**src/rtl/wordle_pkg.sv**
```systemverilog
// Shared constants, types and letter helpers for the Wordle scoring slice.
package wordle_pkg;
    localparam int         WORD_LEN    = 5;
    localparam int         LETTER_W    = 8;
    localparam int         NUM_LETTERS = 26;
    localparam logic [7:0] LETTER_A    = 8'h41;
    localparam logic [7:0] LETTER_Z    = 8'h5A;

    typedef enum logic [1:0] {
        GRAY   = 2'b00,
        YELLOW = 2'b01,
        GREEN  = 2'b10
    } colour_t;

    typedef logic [1:0] state_t;
    localparam state_t S_IDLE   = 2'd0;
    localparam state_t S_GREEN  = 2'd1;
    localparam state_t S_YELLOW = 2'd2;
    localparam state_t S_DONE   = 2'd3;

    function automatic logic is_letter(input logic [7:0] c);
        return (c >= LETTER_A) && (c <= LETTER_Z);
    endfunction

    function automatic logic [4:0] letter_idx(input logic [7:0] c);
        logic [7:0] d;
        d = c - LETTER_A;
        return d[4:0];
    endfunction
endpackage

```
**src/rtl/wordle_scorer_if.sv**
```systemverilog
// Request/result bundle between guess collection and the scorer.
// WORDLE_LETTER_STATUS_EN adds the new_game / letter_status pair.
interface wordle_scorer_if;
    logic                                                start;
    logic [wordle_pkg::WORD_LEN*wordle_pkg::LETTER_W-1:0] guess;
    logic [wordle_pkg::WORD_LEN*wordle_pkg::LETTER_W-1:0] secret;
    logic                                                busy;
    logic                                                done;
    logic [2*wordle_pkg::WORD_LEN-1:0]                   score;
    logic                                                win;
`ifdef WORDLE_LETTER_STATUS_EN
    logic                                                new_game;
    logic [2*wordle_pkg::NUM_LETTERS-1:0]                letter_status;
`endif

    modport master (
        output start, guess, secret,
`ifdef WORDLE_LETTER_STATUS_EN
        output new_game,
        input  letter_status,
`endif
        input  busy, done, score, win
    );

    modport slave (
        input  start, guess, secret,
`ifdef WORDLE_LETTER_STATUS_EN
        input  new_game,
        output letter_status,
`endif
        output busy, done, score, win
    );
endinterface

```
**src/rtl/wordle_letter_pool.sv**
```systemverilog
// 26 three-bit counters of unmatched secret letters, one inc and one dec port.
module wordle_letter_pool
    import wordle_pkg::*;
(
    input  logic       Clk,
    input  logic       reset,
    input  logic       i_clr,
    input  logic       i_inc,
    input  logic [4:0] i_inc_idx,
    input  logic       i_dec,
    input  logic [4:0] i_dec_idx,
    input  logic [4:0] i_rd_idx,
    output logic [2:0] o_count
);
    logic [NUM_LETTERS-1:0][2:0] r_cnt;

    always_ff @(posedge Clk or posedge reset) begin
        if (reset) begin
            r_cnt <= '0;
        end else if (i_clr) begin
            r_cnt <= '0;
        end else begin
            for (int i = 0; i < NUM_LETTERS; i++) begin
                if (i_inc && i_inc_idx == 5'(i))
                    r_cnt[i] <= r_cnt[i] + 3'd1;
                else if (i_dec && i_dec_idx == 5'(i))
                    r_cnt[i] <= r_cnt[i] - 3'd1;
            end
        end
    end

    assign o_count = (i_rd_idx < 5'(NUM_LETTERS)) ? r_cnt[i_rd_idx] : 3'd0;
endmodule

```
**src/rtl/wordle_scorer.sv**
```systemverilog
// Sequential Wordle scorer: five-cycle green pass, five-cycle yellow pass, done pulse.
// WORDLE_LETTER_STATUS_EN adds the per-letter best-colour table.
module wordle_scorer
    import wordle_pkg::*;
(
    input  logic            Clk,
    input  logic            reset,
    wordle_scorer_if.slave  bus
);
    state_t      r_state;
    logic [2:0]  r_idx;
    logic [39:0] r_guess;
    logic [39:0] r_secret;
    logic [4:0]  r_green;
    logic [9:0]  r_score;
    logic        r_win;

    logic [7:0]  w_gl, w_sl;
    logic        w_start, w_last, w_match, w_yel, w_inc, w_dec;
    logic [2:0]  w_cnt;
    logic [1:0]  w_col;

    function automatic logic [7:0] letter_at(input logic [39:0] w, input logic [2:0] i);
        logic [7:0] l;
        case (i)
            3'd0:    l = w[39:32];
            3'd1:    l = w[31:24];
            3'd2:    l = w[23:16];
            3'd3:    l = w[15:8];
            3'd4:    l = w[7:0];
            default: l = 8'h00;
        endcase
        return l;
    endfunction

    always_comb begin
        w_start = (r_state == S_IDLE) && bus.start;
        w_last  = (r_idx == 3'd4);
        w_gl    = letter_at(r_guess, r_idx);
        w_sl    = letter_at(r_secret, r_idx);
        // Non-letters never match, so two identical invalid bytes stay gray.
        w_match = (w_gl == w_sl) && is_letter(w_gl);
        w_inc   = (r_state == S_GREEN) && !w_match && is_letter(w_sl);
        w_yel   = !r_green[r_idx] && is_letter(w_gl) && (w_cnt != 3'd0);
        w_dec   = (r_state == S_YELLOW) && w_yel;
        w_col   = r_green[r_idx] ? GREEN : (w_yel ? YELLOW : GRAY);
    end

    wordle_letter_pool u_pool (
        .Clk       (Clk),
        .reset     (reset),
        .i_clr     (w_start),
        .i_inc     (w_inc),
        .i_inc_idx (letter_idx(w_sl)),
        .i_dec     (w_dec),
        .i_dec_idx (letter_idx(w_gl)),
        .i_rd_idx  (letter_idx(w_gl)),
        .o_count   (w_cnt)
    );

    always_ff @(posedge Clk or posedge reset) begin
        if (reset) begin
            r_state  <= S_IDLE;
            r_idx    <= 3'd0;
            r_guess  <= '0;
            r_secret <= '0;
            r_green  <= '0;
            r_score  <= '0;
            r_win    <= 1'b0;
        end else begin
            case (r_state)
                S_IDLE: if (bus.start) begin
                    r_guess  <= bus.guess;
                    r_secret <= bus.secret;
                    r_green  <= '0;
                    r_score  <= '0;
                    r_win    <= 1'b0;
                    r_idx    <= 3'd0;
                    r_state  <= S_GREEN;
                end
                S_GREEN: begin
                    if (w_match) r_green[r_idx] <= 1'b1;
                    r_idx <= w_last ? 3'd0 : r_idx + 3'd1;
                    if (w_last) r_state <= S_YELLOW;
                end
                S_YELLOW: begin
                    r_score[2*(4-int'(r_idx)) +: 2] <= w_col;
                    r_idx <= w_last ? 3'd0 : r_idx + 3'd1;
                    // All-green mask is equivalent to score == 2AA; ready by the done cycle.
                    if (w_last) begin
                        r_win   <= &r_green;
                        r_state <= S_DONE;
                    end
                end
                default: r_state <= S_IDLE;
            endcase
        end
    end

    assign bus.busy  = (r_state != S_IDLE);
    assign bus.done  = (r_state == S_DONE);
    assign bus.score = r_score;
    assign bus.win   = r_win;

`ifdef WORDLE_LETTER_STATUS_EN
    logic [51:0] r_status;
    logic [51:0] w_status_nxt;
    logic [7:0]  w_sl_l;
    logic [4:0]  w_sl_i;
    logic [1:0]  w_sc, w_code;

    // Status codes rank gray < yellow < green, so a plain max merges repeats.
    always_comb begin
        w_status_nxt = r_status;
        w_sl_l = 8'h00;
        w_sl_i = 5'd0;
        w_sc   = 2'b00;
        w_code = 2'b00;
        for (int p = 0; p < WORD_LEN; p++) begin
            w_sl_l = letter_at(r_guess, 3'(p));
            w_sl_i = letter_idx(w_sl_l);
            w_sc   = r_score[2*(4-p) +: 2];
            w_code = (w_sc == GREEN) ? 2'b11 : ((w_sc == YELLOW) ? 2'b10 : 2'b01);
            if (is_letter(w_sl_l) && (w_code > w_status_nxt[2*int'(w_sl_i) +: 2]))
                w_status_nxt[2*int'(w_sl_i) +: 2] = w_code;
        end
    end

    always_ff @(posedge Clk or posedge reset) begin
        if (reset)
            r_status <= '0;
        else if (bus.new_game)
            r_status <= '0;
        else if (r_state == S_DONE)
            r_status <= w_status_nxt;
    end

    assign bus.letter_status = r_status;
`endif
endmodule

```
**src/flat_wrapper.sv**
```systemverilog
// flat-port wrapper written by rule: the top's interface ports become plain ports
module wordle_scorer_flat import wordle_pkg::*;
  (Clk, reset, bus_start, bus_guess, bus_secret, bus_busy, bus_done, bus_score, bus_win);
  wordle_scorer_if bus_i ();
  input  logic Clk;
  input  logic reset;
  input wire logic [$bits(bus_i.start)-1:0] bus_start;
  input wire logic [$bits(bus_i.guess)-1:0] bus_guess;
  input wire logic [$bits(bus_i.secret)-1:0] bus_secret;
  output wire logic [$bits(bus_i.busy)-1:0] bus_busy;
  output wire logic [$bits(bus_i.done)-1:0] bus_done;
  output wire logic [$bits(bus_i.score)-1:0] bus_score;
  output wire logic [$bits(bus_i.win)-1:0] bus_win;
  assign bus_i.start = bus_start;
  assign bus_i.guess = bus_guess;
  assign bus_i.secret = bus_secret;
  assign bus_busy = bus_i.busy;
  assign bus_done = bus_i.done;
  assign bus_score = bus_i.score;
  assign bus_win = bus_i.win;
  wordle_scorer u_core (.Clk(Clk), .reset(reset), .bus(bus_i));
endmodule
```
**config.mk**
```make
export PLATFORM = sky130hd
export DESIGN_NAME = wordle_scorer_flat
export DESIGN_NICKNAME = d
export VERILOG_FILES = /design/src/rtl/wordle_pkg.sv /design/src/rtl/wordle_scorer_if.sv /design/src/rtl/wordle_letter_pool.sv /design/src/rtl/wordle_scorer.sv /design/src/flat_wrapper.sv
export SDC_FILE = /design/constraint.sdc
export NUM_CORES = 1
export LEC_CHECK = 0
export ABC_AREA = 1
export CORE_MARGIN = 3
export CORE_UTILIZATION = 45
export DETAILED_ROUTE_END_ITERATION = 16
export HOLD_SLACK_MARGIN = 0.12
export MAX_ROUTING_LAYER = met4
export PLACE_DENSITY = 0.74
export RECOVER_POWER = 100
export SKIP_CTS_REPAIR_TIMING = 1
export SLEW_MARGIN = 10
export SYNTH_ARGS = -nofsm -noshare
export SYNTH_HDL_FRONTEND = slang
export SYNTH_SLANG_ARGS = --single-unit
export TNS_END_PERCENT = 100
```
**constraint.sdc**
```tcl
create_clock -name Clk -period 8.3 [get_ports Clk]
set_input_delay 2.075 -clock Clk [delete_from_list [all_inputs] [get_ports Clk]]
set_output_delay 2.075 -clock Clk [all_outputs]
set_load 0.005 [all_outputs]
```
==> run summary <==
Status = finished with violations
Failing checks = capacitance limit, slew limit
Unrepaired setup endpoints after global routing = no
# rows = 60
Dpl hpwl = 23,900 um
Largest stage delay on the critical path = 2.34 ns
DRT Pass-1 Iters = 5
Cell mode on critical path = nand2_1
Layout cells sized above 1 = 6.89%
Reg2Reg Depth = 20
Vias per inst = 5.42
GRT Total Usage = 24.8%
Hold Crit Depth = 2
Gr ovfl total = 0
Post-Route Skew = 0.0242 ns
Synth-to-layout area growth = 13.7%
Ys Warns = 0
Cell family with most CP delay = buffers and inverters
Final routed DRC violation total = 0
Slowest cell on the critical path = clkinvlp_2
CTS Buffer Depth = 2
H-tree depth = 4
Cell Area, Synth = 12,500 sq um
Async set or reset register ratio after synthesis = 100%
Number of diodes = 0
Mapped Avg Cell Area = 7.00 sq um
Cell Chain, Critical Path = dlygate4sd3_1 -> nand2_1 -> clkinvlp_2 -> buf_4 -> nor2_1 -> nand2_1 -> nand2_1
Initial antenna violation count = 0
CP Launch Type = input port
Critical Path Stages = 7
Post-synth EDFFs = 0
Vias in the first global route = 11,400
Data arrival, critical path = 7.29 ns
Starting density of the core = 46.0%
I/O Buffers = 95
Hold Fails Final Rpt = 0
Via Count = 12,000
Critical path required time = 8.68 ns
Synth Register Bits = 179
Final setup violating endpoints = 0
First-pass GRT wire length = 57,600 um
Min cycle time layout = 6.90 ns
Buffers & Inverters on Critical Path = 3
Io pins = 96
CP Capture Type = flop
Skew-Pair Late Insertion Delay = 0.46 ns
Slew HR = -176%
Worst-path maximum fanout = 83
Core area = 27,100 sq um
FILL cells = 2,598
Per-cell routed wire length = 15.6 um
Total wire length = 34,600 um
Hold Path Class = flop to flop
Worst Max-Slew Pin Slew = 4.14 ns
Clock tree from TritonCTS = built
Post-route ant nets = 0
Largest net degree at the start of global routing = 113
DRT iter0 DRCs = 1,010
Setup TNS Final = 0 ns
Die width = 172 um
Die H = 172 um
WS Path Type = input port to flop
Max Slew Vio Count = 197
Die ar. = 29,700 sq um
Register area share after synthesis = 35.9%
Top_reg_cell synth = dfrtp_1
Final period util = 83.2%
Fmax = 145 MHz
GPL Wtd Cong = 0.919
Total of max-cap violations = 2
Synth cell types = 46
Clk root buf = clkbuf_16
Inst Count DP = 2,182
Final nets = 1,956
Cells after Synth = 1,782
CTS Buf Count = 17
CTS Sinks = 179
Syn Nets = 1,909
Fin cells = 2,214
Worst-path clk slew = 0.09 ns
-- sequential cells by signal, indices dropped and copies added (netlist names) --
| signal | flops |
|---|---|
| u_core.u_pool.r_cnt | 78 |
| u_core.r_guess | 40 |
| u_core.r_secret | 40 |
| u_core.bus.score | 10 |
| u_core.r_green | 5 |
| u_core.r_idx | 3 |
| u_core.r_state | 2 |
| u_core.bus.win | 1 |
-- cells in the final DEF, fill, tap and decap left out, drive strengths merged --
master / instances
o21bai: 1
nor3: 27
clkbuf: 17
a32o: 4
o22ai: 2
buf: 12
a21oi: 12
nand2: 726
o21ai: 26
o31ai: 2
clkdlybuf4s50: 80
nor4: 4
o2111ai: 1
dfrtp: 179
nand3: 175
nand4: 99
a2bb2oi: 4
fa: 26
o211ai: 1
dlygate4sd3: 15
xor2: 4
ha: 18
o41ai: 1
a22oi: 1
inv: 177
xnor2: 27
nor2: 191
nand3b: 2
clkinv: 7
clkinvlp: 1
-- routing by layer --
layer  part of all wire (%)  global-route usage [%]  up-vias  wire length (um)
li1                       -                       -     5741                 -
met1                     44                    33.4     5708             15300
met2                     47                    39.5      472             16100
met3                    6.8                    3.27       70              2360
met4                    2.3                    7.32        0               793
met5                      0                       -        -                 0
-- worst paths after layout --
path                                     start                      end  slack (ns)
setup / recovery                     bus_start  u_core.u_pool.r_cnt[65]        1.40
hold / removal             u_core.bus.score[4]      u_core.bus.score[4]        0.48
setup reg to reg               u_core.r_idx[0]  u_core.u_pool.r_cnt[65]        1.55
hold reg to reg            u_core.bus.score[4]      u_core.bus.score[4]        0.48
max in group asynchronous                reset   u_core.u_pool.r_cnt[2]        2.04
min in group asynchronous                reset        u_core.r_state[0]        3.65
-- kinds of logic (layout without fill, tap and decap cells) --
group | after synthesis | in the layout | synth area share [%]
adders and majority gates | 44 | 44 | 5.98
AOI/OAI and AO/OA | 55 | 55 | 2.94
buffers and inverters | 249 | 309 | 8.38
and+or+nand+nor | 1224 | 1224 | 44.4
xor gates and xnor gates | 31 | 31 | 2.39
DFF | 179 | 179 | 35.9
-- layout make-up --
class                      instances  area [sq um]  share of cell area [%]
clock buffer                      17           425                    3.00
clock inverter                    15           226                    1.60
inverter                         170           639                    4.51
multi-input combinational       1354          6900                    48.7
sequential                       179          4480                    31.6
tap                              372           465                    3.28
timing repair buffer             107          1040                    7.34
-- worst register-to-register path, cell delays in order, from the launching register on --
cell and delay [ns]:
dfrtp_1 0.55, clkinv_1 0.36, ha_1 0.36, ha_1 0.47, nand2_1 0.17, nand3_1 0.15
o21ai_4 0.80, inv_1 0.31, ha_1 0.71, clkinv_1 0.56, a21oi_1 0.31, o21ai_0 0.13
nand3_1 0.16, nand2_1 0.06, nor2_1 0.19, nor2_4 0.08, nor2_8 0.57, nand4_1 0.35
nand2_1 0.22, nand2_1 0.10, nand2_1 0.08
-- synth_stat cells, types with 18 or more instances --
master,n,area share [%]
nand2_1,701,21
nor2_1,184,5.5
dfrtp_1,179,36
nand3_1,173,6.9
inv_1,142,4.3
nand4_1,80,4.0
clkbuf_1,38,1.1
buf_2,26,1.0
fa_1,26,4.2
inv_2,26,0.78
nor3_1,26,1.0
xnor2_1,26,1.8
nand2_2,22,1.1
nand4_4,19,3.2
ha_1,18,1.8
-- through the flow --
step	hold slack [ns]	cell area [sq um]	setup slack [ns]	utilization (%)
after floorplan	0.449	12500	1.37	-
after global placement	0.462	13600	2.09	50.1
after detailed placement	0.465	13600	1.79	50.1
after CTS	0.485	14200	1.64	52.5
after global routing	0.498	14200	0.861	52.3
final	0.483	14200	1.40	52.3
Power is left out: the tool's default activity adds up to more than one toggle a clock period on the data nets, which glitch-free logic cannot reach.
